**src/rtl/alu_bit_serial_seq.sv**
```systemverilog
// alu_bit_serial_seq
// Bit-serial sequencer wrapped around an external 1-bit ALU slice. It latches
// two WIDTH-bit operands and a 4-bit ALU control word. It then feeds the slice
// one bit per cycle, LSB first, closing the carry chain through a register and
// shifting the slice result back into a WIDTH-bit result register. A FIX cycle
// patches SLT bit 0 and computes the zero/overflow flags. A DONE cycle pulses
// done.
//
// Ports:
//   clk, rst            clock, synchronous active-high reset
//   start               operation request, honoured only in IDLE
//   alu_ctl[3:0]        {ainvert, bnegate, op[1:0]}
//   opa, opb            operands, sampled when start is accepted
//   slice_a/b/cin       current operand bits and carry into the slice
//   slice_ainvert/bnegate/op/set_less  slice control (zero outside RUN)
//   slice_result/cout/set  slice result bit, carry out, adder sum bit
//   busy                high in RUN and FIX
//   done                one-cycle pulse when result/zero/overflow are valid
//   result, zero, overflow  held until the FIX cycle of the next operation
module alu_bit_serial_seq #(
  parameter int WIDTH = 32,
  parameter int CNT_W = 5
) (
  input  logic             clk,
  input  logic             rst,
  input  logic             start,
  input  logic [3:0]       alu_ctl,
  input  logic [WIDTH-1:0] opa,
  input  logic [WIDTH-1:0] opb,
  output logic             slice_a,
  output logic             slice_b,
  output logic             slice_cin,
  output logic             slice_ainvert,
  output logic             slice_bnegate,
  output logic [1:0]       slice_op,
  output logic             slice_set_less,
  input  logic             slice_result,
  input  logic             slice_cout,
  input  logic             slice_set,
  output logic             busy,
  output logic             done,
  output logic [WIDTH-1:0] result,
  output logic             zero,
  output logic             overflow
);

  typedef enum logic [1:0] {IDLE, RUN, FIX, DONE} state_t;

  localparam logic [CNT_W-1:0] LAST_IDX = CNT_W'(WIDTH - 1);
  localparam logic [3:0]       CTL_SLT  = 4'b0111;

  state_t             state_q, state_d;
  logic [WIDTH-1:0]   a_sh_q, a_sh_d;
  logic [WIDTH-1:0]   b_sh_q, b_sh_d;
  logic [WIDTH-1:0]   res_sh_q, res_sh_d;
  logic [WIDTH-1:0]   result_q, result_d;
  logic [3:0]         ctl_q, ctl_d;
  logic [CNT_W-1:0]   idx_q, idx_d;
  logic               carry_q, carry_d;
  logic               set_msb_q, set_msb_d;
  logic               ovf_raw_q, ovf_raw_d;
  logic               zero_q, zero_d;
  logic               overflow_q, overflow_d;
  logic               last_bit;

  assign last_bit = (idx_q == LAST_IDX);

  // State register
  always_ff @(posedge clk) begin
    if (rst) begin
      state_q <= IDLE;
    end else begin
      state_q <= state_d;
    end
  end

  // Next-state logic
  always_comb begin
    state_d = state_q;
    unique case (state_q)
      IDLE:    if (start) state_d = RUN;
      RUN:     if (last_bit) state_d = FIX;
      FIX:     state_d = DONE;
      DONE:    state_d = IDLE;
      default: state_d = IDLE;
    endcase
  end

  // Outputs: slice drive is gated to RUN so the slice sees zeros otherwise
  always_comb begin
    busy           = 1'b0;
    done           = 1'b0;
    slice_a        = 1'b0;
    slice_b        = 1'b0;
    slice_cin      = 1'b0;
    slice_ainvert  = 1'b0;
    slice_bnegate  = 1'b0;
    slice_op       = 2'b00;
    slice_set_less = 1'b0;
    unique case (state_q)
      RUN: begin
        busy          = 1'b1;
        slice_a       = a_sh_q[0];
        slice_b       = b_sh_q[0];
        slice_cin     = carry_q;
        slice_ainvert = ctl_q[3];
        slice_bnegate = ctl_q[2];
        slice_op      = ctl_q[1:0];
      end
      FIX:     busy = 1'b1;
      DONE:    done = 1'b1;
      default: ;
    endcase
  end

  // Datapath next-state
  always_comb begin
    a_sh_d     = a_sh_q;
    b_sh_d     = b_sh_q;
    res_sh_d   = res_sh_q;
    result_d   = result_q;
    ctl_d      = ctl_q;
    idx_d      = idx_q;
    carry_d    = carry_q;
    set_msb_d  = set_msb_q;
    ovf_raw_d  = ovf_raw_q;
    zero_d     = zero_q;
    overflow_d = overflow_q;
    unique case (state_q)
      IDLE: begin
        if (start) begin
          a_sh_d   = opa;
          b_sh_d   = opb;
          ctl_d    = alu_ctl;
          // bnegate doubles as the +1 of the two's-complement subtract
          carry_d  = alu_ctl[2];
          idx_d    = '0;
          res_sh_d = '0;
        end
      end
      RUN: begin
        res_sh_d = {slice_result, res_sh_q[WIDTH-1:1]};
        carry_d  = slice_cout;
        a_sh_d   = a_sh_q >> 1;
        b_sh_d   = b_sh_q >> 1;
        idx_d    = idx_q + CNT_W'(1);
        if (last_bit) begin
          set_msb_d = slice_set;
          ovf_raw_d = carry_q ^ slice_cout;
        end
      end
      FIX: begin
        result_d = res_sh_q;
        // SLT: raw sign of A-B, no overflow correction
        if (ctl_q == CTL_SLT) result_d[0] = set_msb_q;
        zero_d     = (result_d == '0);
        overflow_d = (ctl_q[1:0] == 2'b10) ? ovf_raw_q : 1'b0;
      end
      default: ;
    endcase
  end

  always_ff @(posedge clk) begin
    if (rst) begin
      a_sh_q     <= '0;
      b_sh_q     <= '0;
      res_sh_q   <= '0;
      result_q   <= '0;
      ctl_q      <= '0;
      idx_q      <= '0;
      carry_q    <= 1'b0;
      set_msb_q  <= 1'b0;
      ovf_raw_q  <= 1'b0;
      zero_q     <= 1'b0;
      overflow_q <= 1'b0;
    end else begin
      a_sh_q     <= a_sh_d;
      b_sh_q     <= b_sh_d;
      res_sh_q   <= res_sh_d;
      result_q   <= result_d;
      ctl_q      <= ctl_d;
      idx_q      <= idx_d;
      carry_q    <= carry_d;
      set_msb_q  <= set_msb_d;
      ovf_raw_q  <= ovf_raw_d;
      zero_q     <= zero_d;
      overflow_q <= overflow_d;
    end
  end

  assign result   = result_q;
  assign zero     = zero_q;
  assign overflow = overflow_q;

endmodule

```
**config.mk**
```make
export PLATFORM = sky130hd
export DESIGN_NAME = alu_bit_serial_seq
export DESIGN_NICKNAME = d
export VERILOG_FILES = /design/src/rtl/alu_bit_serial_seq.sv
export SDC_FILE = /design/constraint.sdc
export NUM_CORES = 1
export LEC_CHECK = 0
export CAP_MARGIN = 5
export CORE_ASPECT_RATIO = 1.4
export CORE_MARGIN = 4
export CORE_UTILIZATION = 35
export CTS_CLUSTER_SIZE = 20
export DETAILED_ROUTE_END_ITERATION = 10
export HOLD_SLACK_MARGIN = 0.1
export PLACE_DENSITY = 0.65
export SLEW_MARGIN = 20
export SYNTH_ARGS = -nofsm -noshare
export SYNTH_HDL_FRONTEND = slang
export SYNTH_SLANG_ARGS = --single-unit
```
**constraint.sdc**
```tcl
create_clock -name clk -period 2 [get_ports clk]
set_input_delay 0.3 -clock clk [delete_from_list [all_inputs] [get_ports clk]]
set_output_delay 0.3 -clock clk [all_outputs]
set_load 0.02 [all_outputs]
```
==> flow_summary.toml, run 1 <==
[status]
run_status = "complete, no violations"

[grt]
grt_first_pass_wirelength_um = 22700
groute.usage.overall_pct = 15.1
grt_antenna_before_repair = 2
grt_max_degree = 145
gr_overflow_total = 0
grt_pass1_vias = 4705

[sta]
timing.fmax_mhz = 514
final.setup_skew_ns = 0.0168
timing.final.ws_setup_ns = 0.0550
finalSetupViolCount = 0
post-route-period-util_pct = 97.2
setup-tns-final_ns = 0
worst-slew-pin-transition_ns = 0.615
final_report_max_slew_violation_count = 0
hold_viol_final = 0
minimum_period_implied_by_the_final_worst_setup_slack_ns = 1.94
max_slew_margin_pct = 59.0
rsz0062_at_grt = "false"

[drt]
postRouteWirelength_um = 13800
drt_via_density = 5.05
post_drt_wl_per_cell_um = 15.0
remaining_drc_errors = 0
drt_first_iter_violations = 205
detailroute.via_count = 4637
drt_first_pass_iters = 4
remaining_antenna_violation_count = 0

[logic_synthesis]
synthesis.area_um2 = 5850
synthesis.nets = 685
synth_enable_flop_cells = 0
post_synth_main_area_contributors = "dfxtp_1 49%, mux2i_1 16%, nor2_1 8.8%"
synth-main-ff-cell = "dfxtp_1"
yosys_warnings = 0
simple_gate_share_of_the_synthesized_area_pct = 13.9
adder_cell_area_share_of_the_yosys_netlist_pct = 1.28
synth_top_cell_area_share_pct = 49.3
synthesized_instance_count = 605
synthXorXnorAreaFrac_pct = 0.150
post_synthesis_mux_area_share_pct = 16.4
avgSynthCellArea_um2 = 9.67
combinational_family_with_the_most_area_after_synthesis = "multiplexers"
synth_compound_area_share_pct = 14.1
async_reset_ff_share_pct = 0
yosysTopAreaCell = "dfxtp_1"
seq_area_frac_synth_pct = 49.3
postSynthRegisterBits = 144
synth.distinct_cells = 33

[finish]
final_design_area_no_fill_um2 = 7810
final-instance-count-excl-fill = 918
net_total_in_the_final_layout = 787
area.growth.synth_to_final_pct = 33.5
fillerInstances = 1560
drive_above_1_share_pct = 7.79
postLayoutCoreUtil_pct = 47.9
antenna_cells_inserted = 0
register_area_um2 = 2880
multi_input_comb_area_um2 = 2710

[floorplanning]
placeableCoreArea_um2 = 16300
die_w_um = 117
io_pins = 118
design.die.area_um2 = 18900
initial_utilization_pct = 35.9
die_h_um = 161
floorplan.rows = 55

[critical_path]
worstReg2RegEnd = "b_sh_q[21]"
cp_max_fo = 4
crit_path_slowest_cell = "clkdlybuf4s50_1"
cpLargestDelayFamily = "buffers and inverters"
cp.required_ns = 1.70
crit_type = "reg -> out"
timing.reg2reg.worst_path_depth = 8
cp.buffers_inverters = 1
critical-path-max-stage-delay_ns = 0.62
reg_to_reg_critical_path_startpoint = "state_q[0]"
worstSetupStartpointType = "flip-flop"
worstPathCellList = "ha_1, clkdlybuf4s50_1"
worstPathArrival_ns = 1.64
cp-end-kind = "primary output"
worst-r2r-setup-slack_ns = 0.14

[clock_network]
cts.hold.buffers_added = 0
clock_tree.htree_level_count = 4
cts_num_sinks = 144
cts_inserted_buffers = 17
tritoncts_clock_tree = "built"
cts_buffer_depth = 2
cts_root_buf = "clkbuf_16"
clk-insertion-delay-late_ns = 0.42
cts.reportedPaths.clkPinSlew_ns = 0.06

[placed_design]
postPlaceCellArea_um2 = 7190
placed_cell_count = 884
place_ws_ns = 0.130
placement.io_buffers = 116
hpwl_um = 9390
finalWeightedCongestion = 0.787

[worst_hold_path]
min_delay_path_depth = 3
hold_path_class = "in -> reg"
worst_hold_startpoint = "slice_set"
min_delay_worst_endpoint = "set_msb_q"

[power_and_ir_drop]
max_rail_drop_vdd_v = 0.000630
static-leakage-power_nw = 2.88
powerDensity_nw_per_um2 = 1440

[flow_run]
cap_viol_max_count = 0
[synth_stat cells, types with 5 or more instances]
cell type / instances
nor3_1: 5
nand3_1: 6
buf_2: 27
mux2i_1: 96
a211oi_1: 64
ha_1: 6
and2_1: 8
buf_1: 5
nand2_1: 10
clkbuf_1: 15
nor4_1: 5
a21oi_1: 10
a22oi_1: 36
nor2_1: 137
dfxtp_1: 144
[state kept, by name, indices dropped and copies added (netlist names)]
signal	flops
result	32
b_sh_q	32
ctl_q	4
set_msb_q	1
idx_q	5
res_sh_q	32
overflow	1
a_sh_q	32
zero	1
ovf_raw_q	1
state_q	2
carry_q	1
[logic make-up after synthesis]
group | Yosys count
simple gates | 187
fa+ha+maj | 6
other cells | 1
flops | 144
buf+inv | 56
mux | 96
compound gates | 114
xor+xnor | 1
[routing by layer]
layer | vias to the layer above | global-route usage (%) | share of wire (%)
li1 | 2353 | - | -
met1 | 2153 | 18.7 | 44
met2 | 109 | 24.0 | 48
met3 | 18 | 5.35 | 5.9
met4 | 4 | 5.32 | 1.2
met5 | - | 0 | 0.20
[report_power, final]
part	total, mW	internal, mW	switching (mW)
Clock	3.09	1.93	1.16
Combinational	4.24	1.89	2.35
Sequential	3.95	3.57	0.376
Total	11.3	7.39	3.89
[stage by stage]
stage / hold slack [ns] / power (mW)
after floorplan: 0.436 / 7.15
after global placement: 0.454 / 8.04
after detailed placement: 0.460 / 8.23
after CTS: 0.422 / 11.4
after global routing: 0.438 / 12.1
final: 0.440 / 11.3
[cell usage in the layout (no fill, tap or decap), types with 6 or more instances in the layout]
master	Yosys	layout
a22oi_1	36	36
and2_1	8	8
a211oi_1	64	63
clkdlybuf4s50_1	0	107
dfxtp_1	144	144
nor2_1	137	137
mux2i_1	96	96
a21oi_1	10	10
nand2_1	10	10
nand3_1	6	6
buf_4	2	15
clkbuf_16	0	17
[repair_timing]
| item | 4_1_cts | 5_1_grt |
|---|---|---|
| endpoints found under the setup margin | 8 | 22 |
| pin swaps | 1 | 0 |
| gates resized for setup | 8 | 6 |
| buffers inserted | 3 | 0 |
| gates cloned | 0 | 0 |
[how the worst max path moves through the flow]
| stage | from | endpoint | slack [ns] | cells past startpoint |
|---|---|---|---|---|
| floorplan | state_q[0] | res_sh_q[26] | 0.18 | 10 |
| global placement | start | res_sh_q[10] | 0.21 | 6 |
| detailed placement | state_q[0] | b_sh_q[21] | 0.13 | 8 |
| CTS | state_q[0] | done | 0.01 | 2 |
| global route | state_q[1] | res_sh_q[23] | 0.0003 | 8 |
| finish | state_q[0] | done | 0.06 | 2 |
[worst min-delay path: stages]
cell             delay, ns
clkdlybuf4s50_1       0.40
nand3_1               0.06
a21oi_1               0.05
[area by class of cell]
| cell class | instances | area share, % |
|---|---|---|
| clock buffers | 22 | 6.07 |
| clock inverters | 9 | 1.38 |
| flip-flops and latches | 144 | 36.9 |
| multi-input cells | 405 | 34.7 |
| inverters | 3 | 0.144 |
| repair buffers | 136 | 17.6 |
| well taps | 199 | 3.19 |
(Power assumes the default switching activity.)
==> inputs of run 2 (changes only) <==
CORE_UTILIZATION = 46   (was 35)
PLACE_DENSITY = 0.8   (was 0.65)
==> run 2 against run 1 <==
  * Global-route usage is 4.0 points higher
  * Combinational power increased by 4%
  * Via count rose by 3.1%
  * Cell count decreased by 5.2%
  * Worst setup slack improved by 0.041 ns
  * Sequential cell count unchanged
  * Clock power increased by 12%
  * Die area fell by 23%
  * Sequential power is essentially flat
  * Final area up 0.80%
  * Count of clock-buffer cells in the layout fell by 3
  * First-iteration DRC count down 3.4%
  * Critical endpoint is now busy
  * Highest routed layer is now met4
==> flow_summary.toml, run 2 (synthesis results as in run 1) <==
[floorplanning]
initial_utilization_pct = 47.3
io_pins = 118
placeableCoreArea_um2 = 12400
design.die.area_um2 = 14600
floorplan.rows = 48
die_w_um = 103
die_h_um = 141

[sta]
rsz0062_at_grt = "false"
setup-tns-final_ns = 0
final.setup_skew_ns = 0.0127
minimum_period_implied_by_the_final_worst_setup_slack_ns = 1.90
post-route-period-util_pct = 95.2
final_report_max_slew_violation_count = 0
final.hold.worst_slack_ns = 0.434
finalSetupViolCount = 0
hold_viol_final = 0
worst-slew-pin-transition_ns = 0.632
max_slew_margin_pct = 57.8
timing.fmax_mhz = 525

[placed_design]
placement.io_buffers = 116
postPlaceCellArea_um2 = 7160
hpwl_um = 9100
placed_cell_count = 833
finalWeightedCongestion = 0.785

[drt]
postRouteWirelength_um = 14100
remaining_drc_errors = 0
detailroute.via_count = 4780
drt_first_pass_iters = 5
drt_first_iter_violations = 198
drt_via_density = 5.49
remaining_antenna_violation_count = 0
post_drt_wl_per_cell_um = 16.2

[worst_hold_path]
min_delay_path_depth = 3
hold_path_class = "in -> reg"

[finish]
drive_above_1_share_pct = 8.06
register_area_um2 = 2880
net_total_in_the_final_layout = 787
area.growth.synth_to_final_pct = 34.6
fillerInstances = 959
antenna_cells_inserted = 0
multi_input_comb_area_um2 = 2710
final_design_area_no_fill_um2 = 7870
final_cell_mix = "144 x dfxtp_1, 136 x nor2_1, 106 x clkdlybuf4s50_1"
final-instance-count-excl-fill = 870
most_frequent_standard_cell_in_the_layout_excluding_fill_and_tap_cells = "dfxtp_1"

[clock_network]
cts_num_sinks = 144
cts_inserted_buffers = 17
tritoncts_clock_tree = "built"
cts.reportedPaths.clkPinSlew_ns = 0.06
clock_tree.htree_level_count = 4
cts_buffer_depth = 2
cts_root_buf = "clkbuf_16"
clk-insertion-delay-late_ns = 0.41

[critical_path]
crit_type = "reg -> out"
cp_max_fo = 4
worstSetupStartpointType = "flip-flop"
worstPathCellList = "inv_1, ha_1, dlygate4sd2_1"
cpLargestDelayFamily = "buffers and inverters"
cp-end-kind = "primary output"
cp.required_ns = 1.70
critical-path-max-stage-delay_ns = 0.42
crit_path_slowest_cell = "dfxtp_1"
worstPathArrival_ns = 1.60
crit_cells = 3
cp.buffers_inverters = 2
timing.reg2reg.worst_path_depth = 7

[grt]
grt_max_degree = 145
grt_pass1_vias = 4714
gr_overflow_total = 0
groute.usage.overall_pct = 19.1
grt_antenna_before_repair = 0
grt_first_pass_wirelength_um = 22400

[power_and_ir_drop]
powerDensity_nw_per_um2 = 1500
max_rail_drop_vdd_v = 0.000740
static-leakage-power_nw = 2.95

[status]
run_status = "complete, no violations"

[flow_run]
cap_viol_max_count = 0
[run 2: cell count changes in the layout (fill, tap and decap cells not counted), sizes merged]
| cell | change |
|---|---|
| buf | -1 |
| dlygate4sd2 | +3 |
| dlymetal6s2s | +1 |
| clkinvlp | +2 |
| clkdlybuf4s50 | -1 |
| clkdlybuf4s15 | -3 |
| bufinv | +3 |
| clkbuf | -2 |
| inv | -1 |
[run 2: power by group]
group          internal (mW)  total [mW]  switching, mW  leakage (nW)
Sequential              3.57        3.96          0.390          1.18
Combinational           2.01        4.43           2.42          1.47
Clock                   2.25        3.45           1.20         0.305
[run 2: routing by layer]
layer | vias up | track usage, % | part of all wire, %
met5 | - | 0 | 0
met4 | 0 | 5.80 | 0.98
met3 | 14 | 4.67 | 5.6
met2 | 141 | 32.2 | 51
met1 | 2274 | 23.9 | 43
li1 | 2351 | - | -
[run 2: worst reg2reg max path, cell delays in order (launching register included)]
cell     delay (ns)
dfxtp_1        0.42
inv_1          0.11
ha_1           0.23
nor2b_4        0.16
or2_1          0.26
buf_12         0.18
a22oi_1        0.28
nor2_1         0.10
[run 2: worst paths after layout]
path,from,end,slack (ns)
worst min-delay path,rst,res_sh_q[28],0.43
worst max-delay path,state_q[0],busy,0.1
worst min register to register,set_msb_q,set_msb_q,0.46
worst max register to register,state_q[0],res_sh_q[17],0.12
[run 2: through the flow]
stage / power [mW] / utilization (%) / setup WS [ns]
6_report: 11.8 / 63.6 / 0.0960
4_1_cts: 11.8 / 63.2 / 0.0140
3_5_place_dp: 8.29 / 57.8 / 0.110
2_1_floorplan: 7.15 / - / 0.182
5_1_grt: 12.6 / 63.6 / 0.00251
3_3_place_gp: 8.08 / 57.8 / 0.212
[run 2: timing repair]
item | in CTS | in global routing
setup endpoints to repair | 8 | 3
hold buffers | 0 | 0
gates resized for setup | 8 | 4
setup buffers | 2 | 2
cloned | 0 | 1
pin swaps | 0 | 0
[run 2: final cells by class]
class                   count  share of cell area (%)
flip-flops and latches    144                    36.6
multi-input cells         405                    34.4
repair buffers            136                    18.2
clock inverters            13                    2.69
clock buffers              19                    5.63
well taps                 150                    2.38
inverters                   3                   0.143
